## config.mk

```make
export PLATFORM = sky130hd
export DESIGN_NAME = uart_tx
export DESIGN_NICKNAME = d
export VERILOG_FILES = /design/src/rtl/uart_tx.sv
export SDC_FILE = /design/constraint.sdc
export NUM_CORES = 1
export LEC_CHECK = 0
export BUFFER_PORTS_ARGS = -buffer_cell sky130_fd_sc_hd__buf_4
export CORE_UTILIZATION = 45
export DETAILED_ROUTE_END_ITERATION = 16
export PLACE_DENSITY = 0.72
export SYNTH_ARGS = -nofsm -noshare
export SYNTH_HDL_FRONTEND = slang
export SYNTH_SLANG_ARGS = --single-unit
```

## constraint.sdc

```tcl
create_clock -name clk -period 2.6 [get_ports clk]
set_clock_uncertainty 0.05 [all_clocks]
set_input_delay 0.52 -clock clk [delete_from_list [all_inputs] [get_ports clk]]
set_output_delay 0.52 -clock clk [all_outputs]
set_load 0.02 [all_outputs]
```

## src/rtl/uart_tx.sv

```systemverilog
// uart_tx: 8N1 UART transmitter with a small byte FIFO, LSB first, frames sent back to back.
// Latency: a byte written into an empty FIFO while idle drives serial_out low one edge after the write.
// Backpressure: full is asserted at FIFO_DEPTH entries, and a write while full is silently dropped.
//
// Ports:
//   clk         system clock, rising edge
//   reset       asynchronous reset, active low
//   data_in     byte to queue, sampled on the write edge only
//   wr_en       write strobe, accepted when full=0 before the edge
//   full        FIFO holds FIFO_DEPTH entries
//   fifo_count  number of entries currently queued
//   busy        frame in progress or bytes still queued
//   tx_done     one-cycle pulse in the last cycle of each stop bit
//   serial_out  UART line, idles high
module uart_tx #(
   parameter int CLKS_PER_BIT = 10417,
   parameter int FIFO_DEPTH   = 4
) (
   input  logic                          clk,
   input  logic                          reset,
   input  logic [7:0]                    data_in,
   input  logic                          wr_en,
   output logic                          full,
   output logic [$clog2(FIFO_DEPTH):0]   fifo_count,
   output logic                          busy,
   output logic                          tx_done,
   output logic                          serial_out
);

   localparam int CW = $clog2(CLKS_PER_BIT);
   localparam int PW = $clog2(FIFO_DEPTH);
   localparam int NW = PW + 1;

   localparam logic [CW-1:0] BAUD_LAST = CW'(CLKS_PER_BIT - 1);
   localparam logic [CW-1:0] BAUD_PRE  = CW'(CLKS_PER_BIT - 2);
   localparam logic [CW-1:0] BAUD_ONE  = CW'(1);
   localparam logic [NW-1:0] CNT_FULL  = NW'(FIFO_DEPTH);
   localparam logic [NW-1:0] CNT_ONE   = NW'(1);
   localparam logic [PW-1:0] PTR_ONE   = PW'(1);

   typedef enum logic [1:0] {
      S_IDLE  = 2'd0,
      S_START = 2'd1,
      S_DATA  = 2'd2,
      S_STOP  = 2'd3
   } state_t;

   // FIFO storage and bookkeeping
   logic [7:0]    r_mem [FIFO_DEPTH];
   logic [PW-1:0] r_wr_ptr;
   logic [PW-1:0] r_rd_ptr;
   logic [NW-1:0] r_count;

   // transmitter state
   state_t        r_state;
   logic [CW-1:0] r_baud_cnt;
   logic [2:0]    r_bit_idx;
   logic [7:0]    r_shift;
   logic          r_serial;
   logic          r_tx_done;

   // next-state values
   state_t        w_state_nxt;
   logic [CW-1:0] w_baud_nxt;
   logic [2:0]    w_bit_idx_nxt;
   logic [7:0]    w_shift_nxt;
   logic          w_serial_nxt;
   logic          w_tx_done_nxt;
   logic          w_pop;

   logic          w_push;
   logic          w_fifo_empty;
   logic          w_baud_term;
   logic [7:0]    w_head;

   // full comes from the pre-edge count, so a write while full is dropped even if a pop happens on the same edge
   assign full         = (r_count == CNT_FULL);
   assign w_push       = wr_en & ~full;
   assign w_fifo_empty = (r_count == '0);
   assign w_head       = r_mem[r_rd_ptr];
   assign w_baud_term  = (r_baud_cnt == BAUD_LAST);

   assign fifo_count = r_count;
   assign busy       = (r_state != S_IDLE) || !w_fifo_empty;
   assign tx_done    = r_tx_done;
   assign serial_out = r_serial;

   // ------------------------------------------------------------------
   // FIFO
   // ------------------------------------------------------------------
   always_ff @(posedge clk) begin
      if (w_push) begin
         r_mem[r_wr_ptr] <= data_in;
      end
   end

   always_ff @(posedge clk or negedge reset) begin
      if (!reset) begin
         r_wr_ptr <= '0;
         r_rd_ptr <= '0;
         r_count  <= '0;
      end else begin
         // pointers wrap naturally because FIFO_DEPTH is a power of two
         if (w_push) begin
            r_wr_ptr <= r_wr_ptr + PTR_ONE;
         end
         if (w_pop) begin
            r_rd_ptr <= r_rd_ptr + PTR_ONE;
         end
         case ({w_push, w_pop})
            2'b10:   r_count <= r_count + CNT_ONE;
            2'b01:   r_count <= r_count - CNT_ONE;
            default: r_count <= r_count;
         endcase
      end
   end

   // ------------------------------------------------------------------
   // Transmit FSM: state register
   // ------------------------------------------------------------------
   always_ff @(posedge clk or negedge reset) begin
      if (!reset) begin
         r_state    <= S_IDLE;
         r_baud_cnt <= '0;
         r_bit_idx  <= '0;
         r_shift    <= '0;
         r_serial   <= 1'b1;
         r_tx_done  <= 1'b0;
      end else begin
         r_state    <= w_state_nxt;
         r_baud_cnt <= w_baud_nxt;
         r_bit_idx  <= w_bit_idx_nxt;
         r_shift    <= w_shift_nxt;
         r_serial   <= w_serial_nxt;
         r_tx_done  <= w_tx_done_nxt;
      end
   end

   // ------------------------------------------------------------------
   // Transmit FSM: next state and outputs
   // ------------------------------------------------------------------
   always_comb begin
      w_state_nxt   = r_state;
      w_baud_nxt    = r_baud_cnt;
      w_bit_idx_nxt = r_bit_idx;
      w_shift_nxt   = r_shift;
      w_serial_nxt  = r_serial;
      w_tx_done_nxt = 1'b0;
      w_pop         = 1'b0;

      case (r_state)
         S_IDLE: begin
            w_serial_nxt = 1'b1;
            if (!w_fifo_empty) begin
               w_pop        = 1'b1;
               w_shift_nxt  = w_head;
               w_baud_nxt   = '0;
               w_serial_nxt = 1'b0;
               w_state_nxt  = S_START;
            end
         end

         S_START: begin
            if (w_baud_term) begin
               w_baud_nxt    = '0;
               w_serial_nxt  = r_shift[0];
               w_bit_idx_nxt = 3'd0;
               w_state_nxt   = S_DATA;
            end else begin
               w_baud_nxt = r_baud_cnt + BAUD_ONE;
            end
         end

         S_DATA: begin
            if (w_baud_term) begin
               w_baud_nxt = '0;
               if (r_bit_idx == 3'd7) begin
                  w_serial_nxt = 1'b1;
                  w_state_nxt  = S_STOP;
               end else begin
                  // r_shift[1] is the bit that lands in position 0 after this shift
                  w_shift_nxt   = {1'b0, r_shift[7:1]};
                  w_bit_idx_nxt = r_bit_idx + 3'd1;
                  w_serial_nxt  = r_shift[1];
               end
            end else begin
               w_baud_nxt = r_baud_cnt + BAUD_ONE;
            end
         end

         S_STOP: begin
            // set one edge early so the registered pulse covers the terminal-count cycle itself
            if (r_baud_cnt == BAUD_PRE) begin
               w_tx_done_nxt = 1'b1;
            end
            if (w_baud_term) begin
               w_baud_nxt = '0;
               if (!w_fifo_empty) begin
                  // chain straight into the next start bit: no idle cycle between frames
                  w_pop        = 1'b1;
                  w_shift_nxt  = w_head;
                  w_serial_nxt = 1'b0;
                  w_state_nxt  = S_START;
               end else begin
                  w_serial_nxt = 1'b1;
                  w_state_nxt  = S_IDLE;
               end
            end else begin
               w_baud_nxt = r_baud_cnt + BAUD_ONE;
            end
         end

         default: begin
            w_serial_nxt = 1'b1;
            w_state_nxt  = S_IDLE;
         end
      endcase
   end

endmodule

```

# Word-level counts from Yosys, hierarchy flattened
# Memory sizes are Yosys's and may differ from the RTL's.
# Cells that the tools add are included.
word_totals:
  ff_bits: 36
  ramBits: 32
  in_bits: 11
  out_inout_bits: 7
  n_memories: 1
classes:
  add_sub_neg: 6
  eq_ne: 15
  muxes: 33
  bitwise_logic: 2
  n_reduce_logical: 13
mem_list:
  columns: ["memory", "words", "width", "rd", "rd_clocked_by_memory_dff", "wr", "line", "rtl"]
  rows:
  - ["r_mem", 4, 8, 1, 0, 1, "49", "logic [7:0] r_mem [FIFO_DEPTH];"]
op_table:
  columns: ["operator", "n"]
  rows:
  - ["two-way mux 8 bit", 4]
  - ["equality test 14 bit, second input constant", 2]
  - ["two-way mux 14 bit", 2]
  - ["case mux 14 bit (2 select lines)", 1]
  - ["case mux 8 bit (3 select lines)", 1]
  - ["adder 14 x 1 -> 14 bit, second input constant", 1]
  - ["two-way mux 1 bit", 12]
  - ["inequality test 2 bit, second input constant", 6]
  - ["case mux 3 bit (2 select lines)", 2]
  - ["two-way mux 2 bit", 5]
  - ["two-way mux 3 bit", 3]
  - ["case mux 2 bit (4 select lines)", 1]
  - ["AND reduction 4 bit", 2]
  - ["adder 3 x 1 -> 3 bit, second input constant", 2]
  - ["equality test 2 bit, second input constant", 3]
  - ["equality test 3 bit, second input constant", 2]
  - ["nonzero test 2 bit", 3]
  - ["AND reduction 5 bit", 1]
  - ["adder 2 x 1 -> 2 bit, second input constant", 2]
  - ["equality test 2 x 1 -> 1 bit, second input constant", 2]
  - ["case mux 1 bit (4 select lines)", 1]
  - ["zero test 3 bit", 1]
  - ["AND reduction 3 bit", 1]
  - ["nonzero test 3 bit", 1]
  - ["other kinds (8)", 8]

# Depth between registers and ports, before layout
# Gate-level depths: netlist (run 1).
depth:
  word_depth: 6
  ltp_mapped: 12
  depth_no_buf: 11

# Worst setup path after synthesis (run 1)
# OpenSTA, ideal clock, no wires.
synth_timing:
  kind: "reg2reg"
  start: "register r_baud_cnt[10]"
  end: "register r_count[2], in the netlist fifo_count[2]"
  arrival_ns: 2.269
  t_required_ns: 2.470
  slack_ns: 0.201
  path_stages_with_launch: 12
  synth_period_minus_slack_ns: 2.399
  cell_sequence: "dfrtp_1 > nor4b_4 > and4_4 > buf_6 > a21oi_1 > nor2_1 > ha_1 > inv_1 > fa_1 > xor2_1 > nor2_1 > xor2_1"
synth_via:
  elab_chain_len: 5
  word_cells_on_any_way: 7
  cone_classes: "eq/ne (3); mux (3); reduce/logical (1)"
synth_lines:
  columns: ["item", "line", "rtl"]
  rows:
  - ["from (decl)", "56", "logic [CW-1:0] r_baud_cnt;"]
  - ["from (signal assigned)", "131", "r_baud_cnt <= w_baud_nxt;"]
  - ["equality test 14 bit *", "81", "assign w_baud_term = (r_baud_cnt == BAUD_LAST);"]
  - ["two-way mux 1 bit *", "196", "if (w_baud_term) begin"]
  - ["case mux 1 bit (2 select lines) *", "151", "case (r_state)"]
  - ["via w_pop", "69", "logic w_pop;"]
  - ["equality test 2 x 1 -> 1 bit or equality test 2 bit (tied branches)", "110", "case ({w_push, w_pop})"]
  - ["case mux 3 bit (2 select lines) or nonzero test 2 bit (tied branches)", null, null]
  - ["to (signal assigned)", "111", "2'b10: r_count <= r_count + CNT_ONE;"]
  - ["to (signal assigned)", "112", "2'b01: r_count <= r_count - CNT_ONE;"]
  - ["to (signal assigned)", "113", "default: r_count <= r_count;"]
  - ["to (decl)", "52", "logic [NW-1:0] r_count;"]
# Mark *: on every way through the listed nets, which the timed path passes. The rest lies on a longest branch.
# A chain may end at the register's enable or synchronous reset.

# Worst setup path in the final report (run 1)
layout_timing:
  start: "register r_state[1]"
  end: "register r_count[2], in the netlist fifo_count[2]"
layout_via:
  elab_chain_len: 4
  word_cells_on_any_way: 7
  cone_classes: "eq/ne (3); mux (2); reduce/logical (2)"
layout_lines:
  columns: ["item", "line", "rtl"]
  rows:
  - ["from (decl)", "55", "state_t r_state;"]
  - ["from (signal assigned)", "130", "r_state <= w_state_nxt;"]
  - ["equality test 2 bit or zero test 2 bit (tied branches)", "151", null]
  - ["case mux 1 bit (2 select lines) *", "151", null]
  - ["via w_pop", "69", null]
  - ["equality test 2 x 1 -> 1 bit or equality test 2 bit (tied branches)", "110", null]
  - ["case mux 3 bit (2 select lines) or nonzero test 2 bit (tied branches)", null, null]
# Marks and branches as above.

==> impl_metrics.py, run 1 <==
metrics = {
    "global_route": {
        "grt_usage_pct": 16.9,
        "grt_pass1_wl_mm": 9.87,
        "grt_overflow": 0,
        "grt-busiest-layer": "met2",
        "met3_usage_pct": 5.82,
        "met1_usage_pct": 23.1,
        "grt_max_degree": 37,
        "grt_pass1_vias": 2022,
        "grtUsageMet2_pct": 24.7,
        "antenna_found_initial": 0,
    },
    "die": {
        "fp.dieW_um": 89.2,
        "die_area_um2": 7960,
        "io_pins": 18,
        "start_util_pct": 47.0,
        "core-area_um2": 7290,
        "rows": 31,
        "dieHeight_um": 89.2,
    },
    "logic_synthesis": {
        "synth_area_um2": 3420,
        "ys_async_sr_fraction_pct": 52.9,
        "yosysWarnings": 0,
        "ys_ff_latch": 68,
        "synth.avg_cell_area_um2": 13.3,
        "synthMuxAreaShare_pct": 12.8,
        "synth.distinct_cells": 54,
        "synth_flop_cell": "dfrtp_1",
        "syn_inst": 257,
        "synth_xor_area_share_pct": 2.56,
        "synth_fp_nets": 283,
        "synth_fa_ha_area_share_pct": 5.70,
        "ys_seq_area_share_pct": 54.4,
        "synthSimpleGateAreaFrac_pct": 14.3,
        "synth_top_family_by_area": "simple AND/OR/NAND/NOR gates",
        "synth_edf_count": 32,
        "synth_compound_area_share_pct": 6.72,
    },
    "critical_path": {
        "cp_data_arrival_time_ns": 2.73,
        "end_kind": "flip-flop",
        "r2r-start": "r_state[1]$_DFFE_PN0P_",
        "reg2regPathDepth": 10,
        "reg2reg_to": "fifo_count[2]$_DFFE_PN0P_",
        "critPathKind": "flip-flop to flip-flop",
        "worstSetupStartpointType": "flip-flop",
        "path_max_fanout": 4,
        "crit_start": "r_state[1]$_DFFE_PN0P_",
        "rrSetupSlack_ns": 0.07,
        "crit_required_ns": 2.80,
    },
    "routing": {
        "wl_per_cell_um": 15.5,
        "drcViolationCount": 0,
        "wl_mm": 6.11,
        "first_pass_iters": 4,
        "vias_per_cell": 5.35,
        "detail-route-antenna-nets": 0,
        "drtIter0Drc": 97,
        "vias": 2113,
    },
    "clock_network": {
        "clkTransAtPathRegs_ns": 0.08,
        "root_buffer": "clkbuf_8",
        "clk_latency_ns": 0.33,
        "holdBufCountCts": 0,
        "cts_inserted_buffers": 9,
        "clockBufferDepth": 2,
        "htreeDepth": 3,
        "cts_tree": "yes",
        "clkSinkCount": 68,
    },
    "place": {
        "place_ws_ns": 0.129,
        "post_dp_cell_area_um2": 3680,
        "place_congestion": 0.812,
        "io_buffer_count": 17,
        "hpwl_mm": 4.14,
    },
    "timing": {
        "tightest_slew_ns": 0.585,
        "finalCritPeriodShare_pct": 97.4,
        "hold_viol_final": 0,
        "setup_viol": 0,
        "slew_headroom_pct": 60.5,
        "fmax_mhz": 395,
        "finalMaxSlewViolations": 0,
        "tns_ns": 0,
        "worst_hold_slack_ns": 0.0842,
        "setup_ws_ns": 0.0679,
        "min_period_ns": 2.53,
    },
    "layout": {
        "antenna_cells": 0,
        "final.fill_count": 648,
        "drive_above_1_share_pct": 26.0,
        "fin_nets": 317,
        "final-seq-area_um2": 1870,
        "multi_input_area_um2": 1440,
        "final_cell_area_um2": 3900,
        "syn2layout_area_growth_pct": 13.9,
    },
    "power_and_ir_drop": {
        "totalPowerFinal_uw": 4180,
        "p_leak_uw": 0.00163,
        "irDropWorstVdd_uv": 668,
        "p_per_area_nw_per_um2": 1070,
    },
    "run_status": {
        "status": "complete, no violations",
    },
    "run": {
        "cap_viol_max_count": 0,
    },
    "min_path": {
        "hold_path_class": "primary input to async pin",
    },
}
[layout by cell type, fill, tap and decap left out, drive strengths merged, types with 4 or more instances in the layout]
cell type	Yosys	routed
dfrtp	35	35
edfxtp	32	32
buf	4	31
inv	18	19
mux2	17	17
nor2	14	14
ha	14	14
o21ai	10	10
nand2	9	9
nand3	9	9
clkbuf	4	9
mux4	8	8
a21oi	7	7
nand4	7	7
nor2b	6	6
nor3	5	5
xnor2	5	5
xor2	5	5
nor4b	5	5
and2	4	4
clkinv	0	4
[final cells by class]
class	count	share of cell area [%]
inverter	18	1.73
sequential	68	47.9
clock inverter	7	1.09
timing repair buffer	31	5.97
multi-input combinational	163	37.0
clock buffer	9	3.18
tap	99	3.18
[worst max-delay path: stages, from the launching register on]
cell and delay (ns):
dfrtp_1 0.42, inv_1 0.13, ha_1 0.26, or2_2 0.33
nor2_1 0.19, ha_2 0.23, inv_1 0.05, fa_1 0.37
xor2_1 0.15, nor2_1 0.12, xor2_1 0.15
[synthesized netlist by cell type, types with 4 or more instances]
cell | number | area share [%]
nand4_1 | 6 | 1.1
clkbuf_1 | 4 | 0.44
mux2_2 | 8 | 2.6
xnor2_1 | 5 | 1.3
mux2_4 | 8 | 3.5
o21ai_0 | 9 | 1.3
xor2_1 | 5 | 1.3
nor2_1 | 13 | 1.4
a21oi_1 | 7 | 1.0
edfxtp_1 | 32 | 28
inv_1 | 18 | 2.0
nand3_1 | 9 | 1.3
ha_1 | 14 | 5.1
mux4_1 | 7 | 5.4
nand2_1 | 9 | 0.99
nor2b_1 | 6 | 1.1
dfrtp_1 | 35 | 26
and2_1 | 4 | 0.73
nor3_1 | 5 | 0.73
[worst max-delay path by stage]
stage / endpoint / slack [ns] / depth (start not counted)
4_1_cts: fifo_count[2]$_DFFE_PN0P_ / 0.12 / 10
3_5_place_dp: fifo_count[2]$_DFFE_PN0P_ / 0.13 / 10
3_3_place_gp: fifo_count[2]$_DFFE_PN0P_ / 0.20 / 10
2_1_floorplan: fifo_count[2]$_DFFE_PN0P_ / 0.20 / 11
6_report: fifo_count[2]$_DFFE_PN0P_ / 0.07 / 10
5_1_grt: fifo_count[2]$_DFFE_PN0P_ / -0.05 / 10
[logic make-up after synthesis]
family | after synthesis
muxes | 26
and+or+nand+nor | 77
AOI/OAI and AO/OA | 35
buffers and inverters | 26
DFF | 68
adders and majority gates | 15
xor gates and xnor gates | 10
[report_power, final]
part	switching, µW	internal [µW]
clock network	405	340
registers	221	1430
logic	880	910
[per-layer routing]
layer,part of all wire [%],vias to the layer above
met2,46,39
met1,48,1042
li1,-,1024
met3,4.2,8
met5,0,-
met4,1.3,0
[registers in the layout, indices dropped and copies added (netlist names), 2 cells and up]
signal	flops
r_mem	32
fifo_count	3
r_state	2
r_rd_ptr	2
r_wr_ptr	2
r_shift	8
r_bit_idx	3
r_baud_cnt	14
[through the flow]
stage          instances  util, %
2_1_floorplan        257        -
3_3_place_gp         373     50.5
3_5_place_dp         373     50.5
4_1_cts              389     52.8
5_1_grt              395     53.5
6_report             395     53.5
[repair_timing]
item | in CTS | in global routing
gates resized for setup | 0 | 4
setup endpoints to repair | 0 | 1
setup buffers | 0 | 6
Power figures use the tool's default switching activity.
==> run 2: changes to the inputs <==
--- a/config.mk
+++ b/config.mk
@@ -9,6 +9,7 @@
 export CORE_UTILIZATION = 45
 export DETAILED_ROUTE_END_ITERATION = 16
 export PLACE_DENSITY = 0.72
+export RECOVER_POWER = 100
 export SYNTH_ARGS = -nofsm -noshare
 export SYNTH_HDL_FRONTEND = slang
 export SYNTH_SLANG_ARGS = --single-unit
==> run 2 against run 1 <==
The run now ends with max-capacitance violations, max-slew violations left. Power shrank 0.22%. Largest power group unchanged. Sequential share of layout area rose by 0.47 points. Non-clock buffer count unchanged. Flip-flop and latch count stayed put. Wire length is essentially flat. Final area decreased by 0.96%. Critical endpoint unchanged. Critical path depth stayed put.
==> impl_metrics.py, run 2 (same netlist as run 1, synthesis figures left out) <==
metrics = {
    "run_status": {
        "status": "complete, but fails checks",
        "violations": "max-capacitance violations, max-slew violations",
    },
    "critical_path": {
        "path_cells": "inv_1, ha_1, or2_2, nor2_1, ha_2, inv_1, fa_1, xor2_1, nor2_1, xor2_1",
        "reg2reg_to": "fifo_count[2]$_DFFE_PN0P_",
        "end_kind": "flip-flop",
        "rrSetupSlack_ns": 0.07,
        "cp_slowest_stage_delay_ns": 0.40,
        "critPathKind": "flip-flop to flip-flop",
        "reg2regPathDepth": 10,
        "crit_required_ns": 2.80,
        "crit_end": "fifo_count[2]$_DFFE_PN0P_",
        "crit_start": "r_state[1]$_DFFE_PN0P_",
        "cp_data_arrival_time_ns": 2.73,
        "r2r-start": "r_state[1]$_DFFE_PN0P_",
        "crit_path_top_delay_cell": "dfrtp_1",
        "worstSetupStartpointType": "flip-flop",
        "path_max_fanout": 4,
    },
    "routing": {
        "vias": 2117,
        "vias_per_cell": 5.36,
        "drcViolationCount": 0,
        "detail-route-antenna-nets": 0,
        "wl_per_cell_um": 15.5,
        "drtIter0Drc": 94,
        "wl_mm": 6.12,
        "first_pass_iters": 4,
    },
    "layout": {
        "layout_common_cells": "dfrtp_1, edfxtp_1, buf_4",
        "syn2layout_area_growth_pct": 12.8,
        "fin_cells": 395,
        "largest_reg_flops": 32,
        "antenna_cells": 0,
        "largest_registers": "r_mem: 32 flops, r_baud_cnt: 14 flops, r_shift: 8 flops",
        "drive_above_1_share_pct": 22.6,
        "regMostFlops": "r_mem",
        "fin_nets": 317,
        "final_core_util_pct": 53.0,
    },
    "power_and_ir_drop": {
        "p_comb_share_pct": 42.7,
        "clkPwrFrac_pct": 17.9,
        "irDropWorstVdd_uv": 668,
        "swShare_pct": 36.1,
        "p_leak_uw": 0.00159,
        "p_int_uw": 2670,
        "sequentialPowerShare_pct": 39.5,
        "p_per_area_nw_per_um2": 1080,
        "netSwitchingPower_uw": 1510,
    },
    "global_route": {
        "antenna_found_initial": 0,
        "grt_max_degree": 37,
        "grt_usage_pct": 16.9,
        "grt_pass1_wl_mm": 9.87,
        "grt_pass1_vias": 2022,
        "grt_overflow": 0,
    },
    "clock_network": {
        "htreeDepth": 3,
        "clk_latency_ns": 0.33,
        "root_buffer": "clkbuf_8",
        "clkSinkCount": 68,
        "cts_inserted_buffers": 9,
        "clockBufferDepth": 2,
        "cts_tree": "yes",
        "clkTransAtPathRegs_ns": 0.08,
    },
    "place": {
        "hpwl_mm": 4.14,
        "place_ws_ns": 0.129,
        "io_buffer_count": 17,
        "dp.cells": 373,
        "place_congestion": 0.812,
    },
    "timing": {
        "slew_headroom_pct": -27.3,
        "tightest_slew_ns": 1.91,
        "min_period_ns": 2.53,
        "tns_ns": 0,
        "setup_ws_ns": 0.0693,
        "finalCritPeriodShare_pct": 97.3,
        "fmax_mhz": 395,
        "hold_viol_final": 0,
        "setup_viol": 0,
        "finalMaxSlewViolations": 37,
    },
    "die": {
        "fp.dieW_um": 89.2,
        "core-area_um2": 7290,
        "io_pins": 18,
        "start_util_pct": 47.0,
        "dieHeight_um": 89.2,
        "die_area_um2": 7960,
        "rows": 31,
    },
    "min_path": {
        "hold_path_class": "primary input to flip-flop",
    },
    "run": {
        "cap_viol_max_count": 1,
    },
}
run 2: cell count changes in the layout (fill, tap and decap cells not counted):
cell / previous run / this run
buf_4: 31 / 21
clkbuf_1: 0 / 10
run 2: final cells by class:
cell class	count	area [µm²]
clock buffer	9	124
clock inverter	7	42.5
fill	649	3430
inverter	18	67.6
multi-input combinational	163	1440
sequential	68	1870
tap	99	124
timing repair buffer	31	195
run 2: worst min-delay path by stage:
| stage | cells after the start | slack [ns] | end | start |
|---|---|---|---|---|
| 6_report | 1 | 0.40 | r_mem[3][6]$_DFFE_PP_ | data_in[6] |
| 5_1_grt | 1 | 0.39 | r_mem[2][6]$_DFFE_PP_ | data_in[6] |
| 4_1_cts | 1 | 0.09 | r_bit_idx[1]$_DFFE_PN0P_ | reset |
| 3_5_place_dp | 1 | 0.44 | r_shift[2]$_DFFE_PN0P_ | r_shift[2]$_DFFE_PN0P_ |
| 3_3_place_gp | 1 | 0.44 | r_shift[3]$_DFFE_PN0P_ | r_shift[3]$_DFFE_PN0P_ |
| 2_1_floorplan | 0 | 0.17 | fifo_count[0]$_DFFE_PN0P_ | reset |
run 2: worst max-delay path: cells and delay by family, from the launching register on:
family        cells  cell delay (ns)
xor+xnor          2             0.30
buf+inv           2             0.16
fa+ha+maj         3             0.90
simple gates      3             0.63
flops             1             0.40
run 2: power by group through the flow:
| stage | Sequential [µW] | Combinational [µW] | Clock (µW) |
|---|---|---|---|
| after detailed placement | 1670 | 1750 | 0 |
| after global routing | 1680 | 1990 | 815 |
| after CTS | 1650 | 1750 | 763 |
| final | 1650 | 1780 | 747 |
| after global placement | 1650 | 1700 | 0 |
| after floorplan | 1620 | 1360 | 0 |
run 2: per-layer routing:
layer / global-route usage (%) / share of wire (%) / vias to the layer above
met1: 23.1 / 47 / 1043
met4: 7.36 / 1.3 / 0
met3: 5.82 / 5.0 / 8
met5: 0 / 0 / -
met2: 24.7 / 46 / 42
li1: - / - / 1024
run 2: timing repair:
item / 4_1_cts / 5_1_grt
hold buffers: 0 / 0
hold endpoints to repair: 0 / 0
buffers inserted: 0 / 6
endpoints found under the setup margin: 0 / 1
gates resized for setup: 0 / 4
run 2: per-stage QoR:
step	total power [µW]	hold WS [ns]	cell area (µm²)
2_1_floorplan	2980	0.174	3420
6_report	4180	0.395	3860
4_1_cts	4160	0.0900	3850
3_3_place_gp	3360	0.443	3680
5_1_grt	4480	0.391	3860
3_5_place_dp	3420	0.440	3680
==> run 3: changes to the inputs <==
--- a/config.mk
+++ b/config.mk
@@ -6,10 +6,10 @@
 export NUM_CORES = 1
 export LEC_CHECK = 0
 export BUFFER_PORTS_ARGS = -buffer_cell sky130_fd_sc_hd__buf_4
-export CORE_UTILIZATION = 45
+export CORE_UTILIZATION = 35
 export DETAILED_ROUTE_END_ITERATION = 16
-export PLACE_DENSITY = 0.72
-export RECOVER_POWER = 100
+export PLACE_DENSITY = 0.6
+export RECOVER_POWER = 50
 export SYNTH_ARGS = -nofsm -noshare
 export SYNTH_HDL_FRONTEND = slang
 export SYNTH_SLANG_ARGS = --single-unit
==> run 3 against run 2 <==
The flow still finishes with violations (max-capacitance violations, max-slew violations). Utilization down 11 points. Count of clock-buffer cells in the layout is the same. Die area rose by 28%. Critical path depth did not move. Worst hold slack got worse by 0.0042 ns. Global-route usage shrank 3.7 points. Register-to-register slack better by 0.03 ns.
==> impl_metrics.py, run 3 (same netlist as run 1, synthesis figures left out) <==
metrics = {
    "place": {
        "place_congestion": 0.745,
        "post_dp_cell_area_um2": 3730,
        "place_ws_ns": 0.0387,
        "hpwl_mm": 4.16,
        "io_buffer_count": 17,
    },
    "die": {
        "rows": 35,
        "io_pins": 18,
        "start_util_pct": 36.5,
        "dieHeight_um": 101,
        "fp.dieW_um": 101,
        "die_area_um2": 10200,
        "core-area_um2": 9370,
    },
    "layout": {
        "layout_common_cells": "dfrtp_1, edfxtp_1, buf_4",
        "final_core_util_pct": 42.1,
        "antenna_cells": 0,
        "syn2layout_area_growth_pct": 15.2,
        "fin_nets": 317,
        "drive_above_1_share_pct": 23.3,
        "final-seq-area_um2": 1870,
        "largest_registers": "r_mem: 32 flops, r_baud_cnt: 14 flops, r_shift: 8 flops",
        "final.fill_count": 866,
        "largest_reg_flops": 32,
        "final_cell_area_um2": 3940,
        "regMostFlops": "r_mem",
        "final_common_cell": "dfrtp_1",
        "multi_input_area_um2": 1450,
    },
    "clock_network": {
        "cts_inserted_buffers": 9,
        "clkSinkCount": 68,
        "clockBufferDepth": 2,
        "htreeDepth": 3,
        "clk_latency_ns": 0.34,
        "root_buffer": "clkbuf_8",
        "clkTransAtPathRegs_ns": 0.08,
        "cts_tree": "yes",
        "holdBufCountCts": 0,
    },
    "power_and_ir_drop": {
        "irDropWorstVdd_uv": 656,
        "p_leak_uw": 0.00161,
        "p_per_area_nw_per_um2": 1090,
    },
    "routing": {
        "wl_per_cell_um": 14.2,
        "drcViolationCount": 0,
        "vias_per_cell": 5.00,
        "wl_mm": 6.02,
        "detail-route-antenna-nets": 0,
        "first_pass_iters": 4,
        "drtIter0Drc": 133,
        "vias": 2126,
    },
    "critical_path": {
        "crit_path_top_delay_cell": "dfrtp_2",
        "cp_data_arrival_time_ns": 2.71,
        "crit_required_ns": 2.81,
        "critPathKind": "flip-flop to flip-flop",
        "path_cells": "nor4b_4, and4_4, a21oi_1, nor2_1, ha_2, inv_1, fa_2, xor2_1, nor2_1, xor2_1",
        "reg2regPathDepth": 10,
        "cp_slowest_stage_delay_ns": 0.46,
        "worstSetupStartpointType": "flip-flop",
        "end_kind": "flip-flop",
        "path_max_fanout": 4,
    },
    "min_path": {
        "hold_path_class": "primary input to flip-flop",
        "whs_path_depth": 1,
    },
    "global_route": {
        "grtUsageMet2_pct": 19.6,
        "grt_pass1_vias": 2065,
        "antenna_found_initial": 0,
        "grt-busiest-layer": "met2",
        "grt_overflow": 0,
        "met1_usage_pct": 18.5,
        "grt_usage_pct": 13.3,
        "met3_usage_pct": 2.57,
        "grt_max_degree": 37,
        "grt_pass1_wl_mm": 10.2,
    },
    "timing": {
        "fmax_mhz": 400,
        "finalMaxSlewViolations": 37,
        "slew_headroom_pct": -31.2,
        "finalCritPeriodShare_pct": 96.1,
        "setup_ws_ns": 0.102,
        "worst_hold_slack_ns": 0.391,
        "min_period_ns": 2.50,
        "tns_ns": 0,
        "setup_viol": 0,
        "hold_viol_final": 0,
        "tightest_slew_ns": 1.97,
    },
    "run": {
        "cap_viol_max_count": 1,
    },
    "run_status": {
        "status": "complete, but fails checks",
        "violations": "max-capacitance violations, max-slew violations",
    },
}
[run 3: repair_timing]
action / CTS / global route
resized for setup: 0 / 4
endpoints found under the hold margin: 0 / 0
setup buffers: 0 / 4
setup endpoints to repair: 0 / 1
[run 3: power by group]
group	total (µW)	switching [µW]	internal, µW
Combinational	1780	867	913
Clock	897	441	456
Sequential	1640	215	1430
Total	4320	1520	2800
[run 3: worst paths after layout]
kind / start / slack, ns / to
max: r_baud_cnt[9]$_DFFE_PN0P_ / 0.10 / fifo_count[2]$_DFFE_PN0P_
min: data_in[3] / 0.39 / r_mem[0][3]$_DFFE_PP_
max reg2reg: r_baud_cnt[9]$_DFFE_PN0P_ / 0.10 / fifo_count[2]$_DFFE_PN0P_
min reg2reg: r_shift[4]$_DFFE_PN0P_ / 0.47 / r_shift[4]$_DFFE_PN0P_
max in group asynchronous: reset / 0.56 / r_baud_cnt[9]$_DFFE_PN0P_
min in group asynchronous: reset / 0.67 / r_baud_cnt[5]$_DFFE_PN0P_
[run 3: critical path, delay by kind of cell, from the launching register on]
kind	cells	cell delay (ns)
compound gates	1	0.08
xor+xnor	2	0.33
buf+inv	1	0.05
flops	1	0.46
simple gates	4	0.90
fa+ha+maj	2	0.53
[run 3: layout make-up]
class	instances	area share, %
Clock buffer	9	3.14
Timing Repair Buffer	31	5.04
Clock inverter	7	2.06
Inverter	18	1.71
Sequential cell	68	47.3
Tap cell	129	4.09
Multi-Input combinational cell	163	36.6
[run 3: layer usage]
layer	wire [µm]	share of wire (%)
met1	3060	51
met2	2660	44
met3	161	2.7
met4	144	2.4
met5	0	0
[run 3: metrics by stage]
stage	cells	power (µW)
after floorplan	257	2980
after global placement	405	3410
after detailed placement	405	3430
after CTS	421	4340
after global routing	425	4620
final	425	4320
